[src/rtl/spi_main_if.sv]
// Host-side request/response signals and the SPI link to the sub-node, bundled for spi_main.
// The master modport is the controller's view; slave is the view of whatever drives it.
interface spi_main_if #(
  parameter int unsigned DATA_W = 128
) ();
  logic              start;
  logic [DATA_W-1:0] tx_data;
  logic [DATA_W-1:0] rx_data;
  logic              busy;
  logic              done;
  logic              cs;
  logic              sclk;
  logic              mosi;
  logic              miso;

  modport master (
    input  start, tx_data, miso,
    output rx_data, busy, done, cs, sclk, mosi
  );

  modport slave (
    output start, tx_data, miso,
    input  rx_data, busy, done, cs, sclk, mosi
  );
endinterface

[src/rtl/spi_main.sv]
// SPI controller: sends one DATA_W-bit block MSB-first on mosi while capturing miso, then pulses
// done with the received block. A trailing sclk pulse with cs high resets the sub's bit counter.
module spi_main #(
  parameter int unsigned DATA_W  = 128,
  parameter int unsigned CLK_DIV = 4
) (
  input  logic       clk,
  input  logic       rst_n,
  spi_main_if.master bus
);
  localparam int unsigned       CNT_W    = $clog2(DATA_W) + 1;
  localparam logic [7:0]        DIV_LAST = 8'(CLK_DIV - 1);
  localparam logic [CNT_W-1:0]  BIT_LAST = CNT_W'(DATA_W);

  typedef enum logic [2:0] {
    StIdle, StSetup, StShiftHi, StShiftLo, StHold, StFlushHi, StFlushLo, StFin
  } state_e;

  state_e            state_q;
  logic [7:0]        div_q;
  logic [CNT_W-1:0]  bit_q;
  logic [DATA_W-1:0] tx_q;
  logic [DATA_W-1:0] rx_q;
  logic [DATA_W-1:0] rx_data_q;
  logic              cs_q;
  logic              sclk_q;
  logic              mosi_q;
  logic              busy_q;
  logic              done_q;
  logic              phase_end;

  assign phase_end   = (div_q == DIV_LAST);
  assign bus.rx_data = rx_data_q;
  assign bus.busy    = busy_q;
  assign bus.done    = done_q;
  assign bus.cs      = cs_q;
  assign bus.sclk    = sclk_q;
  assign bus.mosi    = mosi_q;

  always_ff @(posedge clk or negedge rst_n) begin
    if (!rst_n) begin
      state_q   <= StIdle;
      div_q     <= '0;
      bit_q     <= '0;
      tx_q      <= '0;
      rx_q      <= '0;
      rx_data_q <= '0;
      cs_q      <= 1'b1;
      sclk_q    <= 1'b0;
      mosi_q    <= 1'b0;
      busy_q    <= 1'b0;
      done_q    <= 1'b0;
    end else begin
      done_q <= 1'b0;
      // Every timed phase lasts exactly CLK_DIV cycles.
      if (state_q inside {StIdle, StFin} || phase_end) begin
        div_q <= '0;
      end else begin
        div_q <= div_q + 8'd1;
      end

      unique case (state_q)
        StIdle: begin
          cs_q   <= 1'b1;
          sclk_q <= 1'b0;
          busy_q <= 1'b0;
          if (bus.start) begin
            tx_q    <= bus.tx_data;
            mosi_q  <= bus.tx_data[DATA_W-1];
            cs_q    <= 1'b0;
            busy_q  <= 1'b1;
            bit_q   <= '0;
            state_q <= StSetup;
          end
        end
        StSetup: begin
          if (phase_end) begin
            sclk_q  <= 1'b1;
            state_q <= StShiftHi;
          end
        end
        StShiftHi: begin
          if (phase_end) begin
            sclk_q  <= 1'b0;
            rx_q    <= {rx_q[DATA_W-2:0], bus.miso};
            bit_q   <= bit_q + CNT_W'(1);
            state_q <= StShiftLo;
          end
        end
        StShiftLo: begin
          if (phase_end) begin
            if (bit_q == BIT_LAST) begin
              mosi_q  <= 1'b0;
              state_q <= StHold;
            end else begin
              tx_q    <= {tx_q[DATA_W-2:0], 1'b0};
              mosi_q  <= tx_q[DATA_W-2];
              sclk_q  <= 1'b1;
              state_q <= StShiftHi;
            end
          end
        end
        StHold: begin
          if (phase_end) begin
            cs_q    <= 1'b1;
            sclk_q  <= 1'b1;
            state_q <= StFlushHi;
          end
        end
        StFlushHi: begin
          if (phase_end) begin
            sclk_q  <= 1'b0;
            state_q <= StFlushLo;
          end
        end
        StFlushLo: begin
          if (phase_end) begin
            rx_data_q <= rx_q;
            done_q    <= 1'b1;
            state_q   <= StFin;
          end
        end
        StFin: begin
          busy_q  <= 1'b0;
          state_q <= StIdle;
        end
      endcase
    end
  end
endmodule

[src/flat_wrapper.sv]
// flat-port wrapper written by rule: the top's interface ports become plain ports
module spi_main_flat 
#(
  parameter int unsigned DATA_W  = 128,
  parameter int unsigned CLK_DIV = 4
)
  (clk, rst_n, bus_start, bus_tx_data, bus_miso, bus_rx_data, bus_busy, bus_done, bus_cs, bus_sclk, bus_mosi);
  spi_main_if #(.DATA_W(DATA_W)) bus_i ();
  input  logic clk;
  input  logic rst_n;
  input wire logic [$bits(bus_i.start)-1:0] bus_start;
  input wire logic [$bits(bus_i.tx_data)-1:0] bus_tx_data;
  input wire logic [$bits(bus_i.miso)-1:0] bus_miso;
  output wire logic [$bits(bus_i.rx_data)-1:0] bus_rx_data;
  output wire logic [$bits(bus_i.busy)-1:0] bus_busy;
  output wire logic [$bits(bus_i.done)-1:0] bus_done;
  output wire logic [$bits(bus_i.cs)-1:0] bus_cs;
  output wire logic [$bits(bus_i.sclk)-1:0] bus_sclk;
  output wire logic [$bits(bus_i.mosi)-1:0] bus_mosi;
  assign bus_i.start = bus_start;
  assign bus_i.tx_data = bus_tx_data;
  assign bus_i.miso = bus_miso;
  assign bus_rx_data = bus_i.rx_data;
  assign bus_busy = bus_i.busy;
  assign bus_done = bus_i.done;
  assign bus_cs = bus_i.cs;
  assign bus_sclk = bus_i.sclk;
  assign bus_mosi = bus_i.mosi;
  spi_main #(.DATA_W(DATA_W), .CLK_DIV(CLK_DIV)) u_core (.clk(clk), .rst_n(rst_n), .bus(bus_i));
endmodule
[config.mk]
export PLATFORM = sky130hd
export DESIGN_NAME = spi_main_flat
export DESIGN_NICKNAME = d
export VERILOG_FILES = /design/src/rtl/spi_main_if.sv /design/src/rtl/spi_main.sv /design/src/flat_wrapper.sv
export SDC_FILE = /design/constraint.sdc
export NUM_CORES = 1
export LEC_CHECK = 0
export CELL_PAD_IN_SITES_DETAIL_PLACEMENT = 0
export CELL_PAD_IN_SITES_GLOBAL_PLACEMENT = 2
export CORE_ASPECT_RATIO = 1.5
export CORE_MARGIN = 4
export CORE_UTILIZATION = 38
export CTS_BUF_LIST = sky130_fd_sc_hd__clkbuf_4 sky130_fd_sc_hd__clkbuf_8
export DETAILED_ROUTE_END_ITERATION = 12
export MAX_ROUTING_LAYER = met4
export PLACE_DENSITY = 0.9
export SLEW_MARGIN = 5
export SYNTH_ARGS = -nofsm -noshare
export SYNTH_HDL_FRONTEND = slang
export SYNTH_SLANG_ARGS = --single-unit
export TNS_END_PERCENT = 5
[constraint.sdc]
create_clock -name clk -period 2.3 [get_ports clk]
set_input_delay 0.46 -clock clk [delete_from_list [all_inputs] [get_ports clk]]
set_output_delay 0.46 -clock clk [all_outputs]
set_load 0.01 [all_outputs]
Yosys cells after proc, flatten, opt, wreduce, memory -nomap -nowiden
Cells that the tools add are included.
{"block": "word_totals", "register_bits": 407, "latchBits": 0, "ram_bits": 0, "rom_bits": 0, "inputBits": 132, "out_inout_bits": 133, "elab_cells": 81, "memories": 0}
{"block": "op_classes", "add_sub_neg": 2, "mul": 0, "n_div": 0, "order_cmp": 0, "n_eq_ne": 19, "shifts": 0, "muxes": 32, "bitwise": 0, "n_reduce_logical": 17}
{"cell": "two-way mux 127 bit", "n": 3}
{"cell": "one-hot mux 127 bit (2 select lines)", "n": 1}
{"cell": "two-way mux 3 bit", "n": 8}
{"cell": "two-way mux 8 bit", "n": 3}
{"cell": "one-hot mux 3 bit (8 select lines)", "n": 1}
{"cell": "adder 8 x 1 -> 8 bit (second input constant)", "n": 2}
{"cell": "!= test 2 x 1 -> 1 bit (second input constant)", "n": 8}
{"cell": "one-hot mux 8 bit (2 select lines)", "n": 1}
{"cell": "equality test 3 bit (second input constant)", "n": 4}
{"cell": "two-way mux 1 bit", "n": 11}
{"cell": "equality test 8 x 2 -> 1 bit (second input constant)", "n": 1}
{"cell": "equality test 8 bit (second input constant)", "n": 1}
{"cell": "nonzero test 2 bit", "n": 4}
{"cell": "AND reduction 7 bit", "n": 1}
{"cell": "equality test 3 x 2 -> 1 bit (second input constant)", "n": 2}
{"cell": "one-hot mux 1 bit (2 select lines)", "n": 3}
{"cell": "AND reduction 2 bit", "n": 3}
{"cell": "AND reduction 3 bit", "n": 2}
{"cell": "AND reduction 5 bit", "n": 1}
{"cell": "!= test 2 bit (second input constant)", "n": 2}
{"cell": "one-hot mux 1 bit (4 select lines)", "n": 1}
{"cell": "AND reduction 4 bit", "n": 1}
{"cell": "nonzero test 4 bit", "n": 1}
{"cell": "OR reduction 2 bit", "n": 2}
{"cell": "other kinds (3)", "n": 3}

Longest topological paths before layout
{"block": "logic_depth", "depth_word": 4, "depth_mapped": 8, "ltp_nobuf": 5}

Worst setup path before layout
Ideal clock, no wire load.
{"block": "synth_timing", "path_type": "flip-flop to flip-flop", "from": "reg u_core.div_q[0]", "to": "reg u_core.rx_data_q[100] (netlist: u_core.bus.rx_data[100])", "setup_time_ns": 0.127, "t_arrival_ns": 1.928, "t_required_ns": 2.173, "setup_slack_ns": 0.245, "stages_incl_launch_ff": 8, "synth_period_minus_slack_ns": 2.055, "cell_sequence": "dfrtp_1 ha_1 nor3b_2 nand2_1 nor3_2 buf_4 buf_6 mux2_1"}
{"block": "synth_between", "elab_chain_len": 2}
{"item": "start: declaration", "line": "spi_main.sv:20", "text": "logic [7:0] div_q;"}
{"item": "start signal: assignment", "line": "spi_main.sv:59", "text": "div_q <= div_q + 8'd1;"}
{"item": "equality test 8 x 2 -> 1 bit", "line": "spi_main.sv:32", "text": "assign phase_end = (div_q == DIV_LAST);"}
{"item": "AND reduction 2 bit (no line)"}
{"item": "end signal: assignment", "line": "spi_main.sv:118", "text": "rx_data_q <= rx_q;"}
{"item": "end: declaration", "line": "spi_main.sv:24", "text": "logic [DATA_W-1:0] rx_data_q;"}
Every way passes these cells.
A chain may end at the register's enable or synchronous reset.

Final worst setup path
{"block": "layout_timing", "from": "reg u_core.cs_q (netlist: u_core.bus.cs)", "to": "out bus_cs"}
{"item": "start: declaration", "line": "spi_main.sv:25", "text": "logic cs_q;"}
{"item": "start signal: assignment", "line": "spi_main.sv:48", "text": "cs_q <= 1'b1;"}
{"item": "start signal: assignment", "line": "spi_main.sv:64", "text": "cs_q <= 1'b1;"}
{"item": "start signal: assignment", "line": "spi_main.sv:70", "text": "cs_q <= 1'b0;"}
{"item": "end: declaration", "line": "flat_wrapper.sv:17", "text": "output wire logic [$bits(bus_i.cs)-1:0] bus_cs;"}
No word-level cell between the ends.

==> impl_results.md <==
- Die height: between 200 and 300 µm
- Required arrival time at the worst endpoint: 1.84 ns
- Leakage power total: 10.3 nW
- Initial antenna violation count: 0
- Power density normalized to cell area: 961 mW/mm²
- Netlist area before placement: 0.0168 mm²
- Number of antenna cells inserted: 0
- First-iteration detailed-routing DRC count: about 520
- Count of clock tree sinks: just over 400
- Family of cells with the greatest summed delay on the critical path: buffers and inverters
- Area growth syn-to-layout: 30.8%
- Crit-path max FO: 2
- Global routing usage summed across all routing layers: 0.171
- Clock latency reported for the late side of the worst-skew pair: between 0.6 and 0.7 ns
- Combinational power share: 0.251
- Layout Skew: 0.0183 ns
- Met2 wire length: between 15000 and 20000 µm
- Mapped Nets: ~1400
- Total non-filler cell area in the finished layout: between 0.02 and 0.025 mm²
- Core Util, Final: 0.501
- Worst path arrival time: 1.72 ns
- Reg2reg start: u_core.bit_q[5]
- Maximum buffer depth of the clock tree: 3
- Via count of the routed design: approximately 11000
- Final cycle utilization of the critical path: 0.947
- Leading cell types by count after synthesis: sky130_fd_sc_hd__dfrtp_1 (406), sky130_fd_sc_hd__o21ai_0 (218), sky130_fd_sc_hd__mux2_2 (156)
- Tmin final: 2.18 ns
- Net Sw Frac: 0.302
- Count of endpoints failing hold in the final timing report: 0
- Clk root buf: sky130_fd_sc_hd__clkbuf_8
- Post-layout net count: 1669
- Total congestion overflow after global routing: 0
- Share of the synthesized area in the top cell type: 0.606
- Kind of launch point of the worst setup path: register
- Register area share after synthesis: 0.608
- Final WS setup: ~0.12 ns
- Hold WC Path Type: in2async
- Fin. max-slew vios: 0
- Total met3 wirelength after detailed routing: ~3100 µm
- Hold WS: between 0.4 and 0.5 ns
- Clock buffer count from CTS: between 60 and 70
- Crit path max-delay cell type: sky130_fd_sc_hd__clkdlybuf4s50_1
- CTS clock-pin slew for the worst setup and hold paths: 0.05 ns
- Routed metal-1 wire length: ~16000 µm
- Dominant cell type by area after synthesis: sky130_fd_sc_hd__dfrtp_1
- Vias per cell: approximately 5
- Buf+Inv Stages, Crit Path: 1
- FF+latch count, synth: ~410
- IR drop worst, VDD: 0.631 mV
- Port Buffers: ~260
- Final-layout setup total negative slack: 0 ns
- Achievable frequency: roughly 460 MHz
- Vias in the first global route: 11900
- Number of H-tree levels: 3
- Dominant cell by count in the synthesized netlist: sky130_fd_sc_hd__dfrtp_1
- Internal power component: ~15 mW
- Final weighted congestion in routability-driven placement: around 0.77
- Crit path cell chain: clkdlybuf4s50_1
- Count of unresolved DRC violations after routing: 0
- Cell types with the largest area share after synthesis: sky130_fd_sc_hd__dfrtp_1 (61%), sky130_fd_sc_hd__mux2_2 (10%), sky130_fd_sc_hd__mux2i_1 (7.5%), sky130_fd_sc_hd__mux2_1 (6.7%), sky130_fd_sc_hd__o21ai_0 (6.5%)
- Slew Limit Headroom: 0.632
- Global-route wire length before repair: around 65000 µm
- Placed wire-length estimate after detailed placement: around 26000 µm
- Core area: 0.0438 mm²
- Fraction of final layout cells sized beyond drive strength 1: 0.213
- Syn Inst Count: about 1200
- ANT nets after route: 0
- Total detailed-routing wirelength: a little under 40000 µm
- Top layer in use: met4
- Die width: between 150 and 200 µm
- TritonCTS clock tree: done
- Count of distinct cell types in the synthesized netlist: 49
- Post-Syn Area per Cell: about 14 µm²
- Power, Total: between 20 and 25 mW
- Number of rows created at floorplan: 94
- Clock share of power: 0.322
- Max-cap violation count: 0
- Slew at the pin with the worst max-slew slack: around 0.55 ns
- Syn. warnings: 0
- Run status: finished clean
- Sequential Power Share: 0.427
- Maximum number of pins on one net before global-route repair: roughly 130
- Effective utilization at floorplan: 0.383
- Routed length per instance: between 15 and 20 µm
- Final cell count without fillers: ~2200
- Final Setup Violations: 0
- Delay of the slowest cell on the worst path: around 0.58 ns
- Type of destination of the critical path: output pin
- Total iterations of the first detailed-routing run: 4
- Net load switching power: 6.35 mW
- Post-synth ARST share: 1.00
- Critical path type: reg2out
- Total die area: ~0.048 mm²
- Number of top-level design ports: around 270
- Startpoint of the worst setup timing path: u_core.bus.cs
- Placed inst area: between 0.02 and 0.025 mm²
- Pre-CTS worst setup slack: between 0.1 and 0.15 ns
- Most used DFF post-synth: sky130_fd_sc_hd__dfrtp_1
- Placed instance count: 2037
- EDFF count, synth: 0
## area by class of cell
cell class,count,area [µm²]
flip-flops and latches,407,10200
clock buffers,97,1230
multi-input cells,735,6120
clock inverters,15,191
fillers,3852,21800
repair buffers,320,3440
well taps,576,721
inverters,4,15.0
## power by group through the flow
| stage | clock network, mW | logic [mW] | registers [mW] |
|---|---|---|---|
| after detailed placement | 0 | 5.37 | 9.11 |
| after CTS | 7.03 | 5.37 | 8.99 |
| after floorplan | 0 | 3.85 | 8.92 |
| after global placement | 0 | 5.22 | 9.07 |
| final | 6.77 | 5.28 | 9.00 |
| after global routing | 7.37 | 5.87 | 9.15 |
## worst paths after layout
| kind | to | cells past startpoint | slack [ns] |
|---|---|---|---|
| worst max register to register | u_core.tx_q[22] | 6 | 0.13 |
| min in group clk | u_core.bus.rx_data[91] | 1 | 0.48 |
| max in group asynchronous | u_core.bus.rx_data[17] | 3 | 1.00 |
| worst min-delay path | u_core.tx_q[37] | 2 | 0.43 |
| worst max-delay path | bus_cs | 1 | 0.12 |
| worst min register to register | u_core.bus.rx_data[91] | 1 | 0.48 |
## sequential cells by signal (all words and copies together), names as in the netlist
| register | count |
|---|---|
| u_core.bus.rx_data | 128 |
| u_core.rx_q | 128 |
| u_core.tx_q | 127 |
| u_core.bit_q | 8 |
| u_core.div_q | 8 |
| u_core.state_q | 3 |
| u_core.bus.busy | 1 |
| u_core.bus.cs | 1 |
| u_core.bus.done | 1 |
| u_core.bus.mosi | 1 |
| u_core.bus.sclk | 1 |
## worst reg2reg max path: stages, from the launching register on
cell and delay [ns]:
sky130_fd_sc_hd__dfrtp_1 0.43, sky130_fd_sc_hd__nor4b_1 0.44, sky130_fd_sc_hd__buf_4 0.20, sky130_fd_sc_hd__and4_4 0.33, sky130_fd_sc_hd__or2_4 0.19, sky130_fd_sc_hd__buf_12 0.25
sky130_fd_sc_hd__o21ai_0 0.20
## kinds of logic after synthesis
family	synth area share
compound gates	0.0860
flops	0.608
xor+xnor	0.00418
fa+ha+maj	0.00224
simple gates	0.0227
buf+inv	0.0298
mux	0.247
## timing repair
action	CTS	global route
setup buffers	0	2
endpoints found under the hold margin	38	0
hold buffers	1	0
setup endpoints to repair	0	66
resized for setup	0	1
## cells in the final DEF (no fill, tap or decap), types with 3 or more instances in the layout
cell,instances
sky130_fd_sc_hd__dfrtp_1,406
sky130_fd_sc_hd__clkdlybuf4s50_1,263
sky130_fd_sc_hd__o21ai_0,218
sky130_fd_sc_hd__mux2_2,156
sky130_fd_sc_hd__mux2i_1,126
sky130_fd_sc_hd__mux2_1,100
sky130_fd_sc_hd__clkbuf_8,81
sky130_fd_sc_hd__o21ai_1,39
sky130_fd_sc_hd__buf_12,27
sky130_fd_sc_hd__buf_4,26
sky130_fd_sc_hd__clkbuf_4,16
sky130_fd_sc_hd__nand2_1,14
sky130_fd_sc_hd__nor2_1,14
sky130_fd_sc_hd__xor2_1,6
sky130_fd_sc_hd__nand4_1,6
sky130_fd_sc_hd__clkinv_2,6
sky130_fd_sc_hd__and3_1,5
sky130_fd_sc_hd__inv_1,4
sky130_fd_sc_hd__nand3_1,4
sky130_fd_sc_hd__a21oi_1,4
sky130_fd_sc_hd__bufinv_16,4
sky130_fd_sc_hd__o211ai_1,3
sky130_fd_sc_hd__or4_1,3
sky130_fd_sc_hd__o21a_1,3
sky130_fd_sc_hd__o22a_1,3
sky130_fd_sc_hd__ha_1,3
sky130_fd_sc_hd__inv_6,3
## per-layer routing
layer	vias to the layer above	GRT usage
li1	5026	-
met1	5460	0.203
met2	298	0.276
met3	45	0.0591
met4	0	0.0513
met5	-	-
Note: power is estimated with default switching activity, not from simulation.
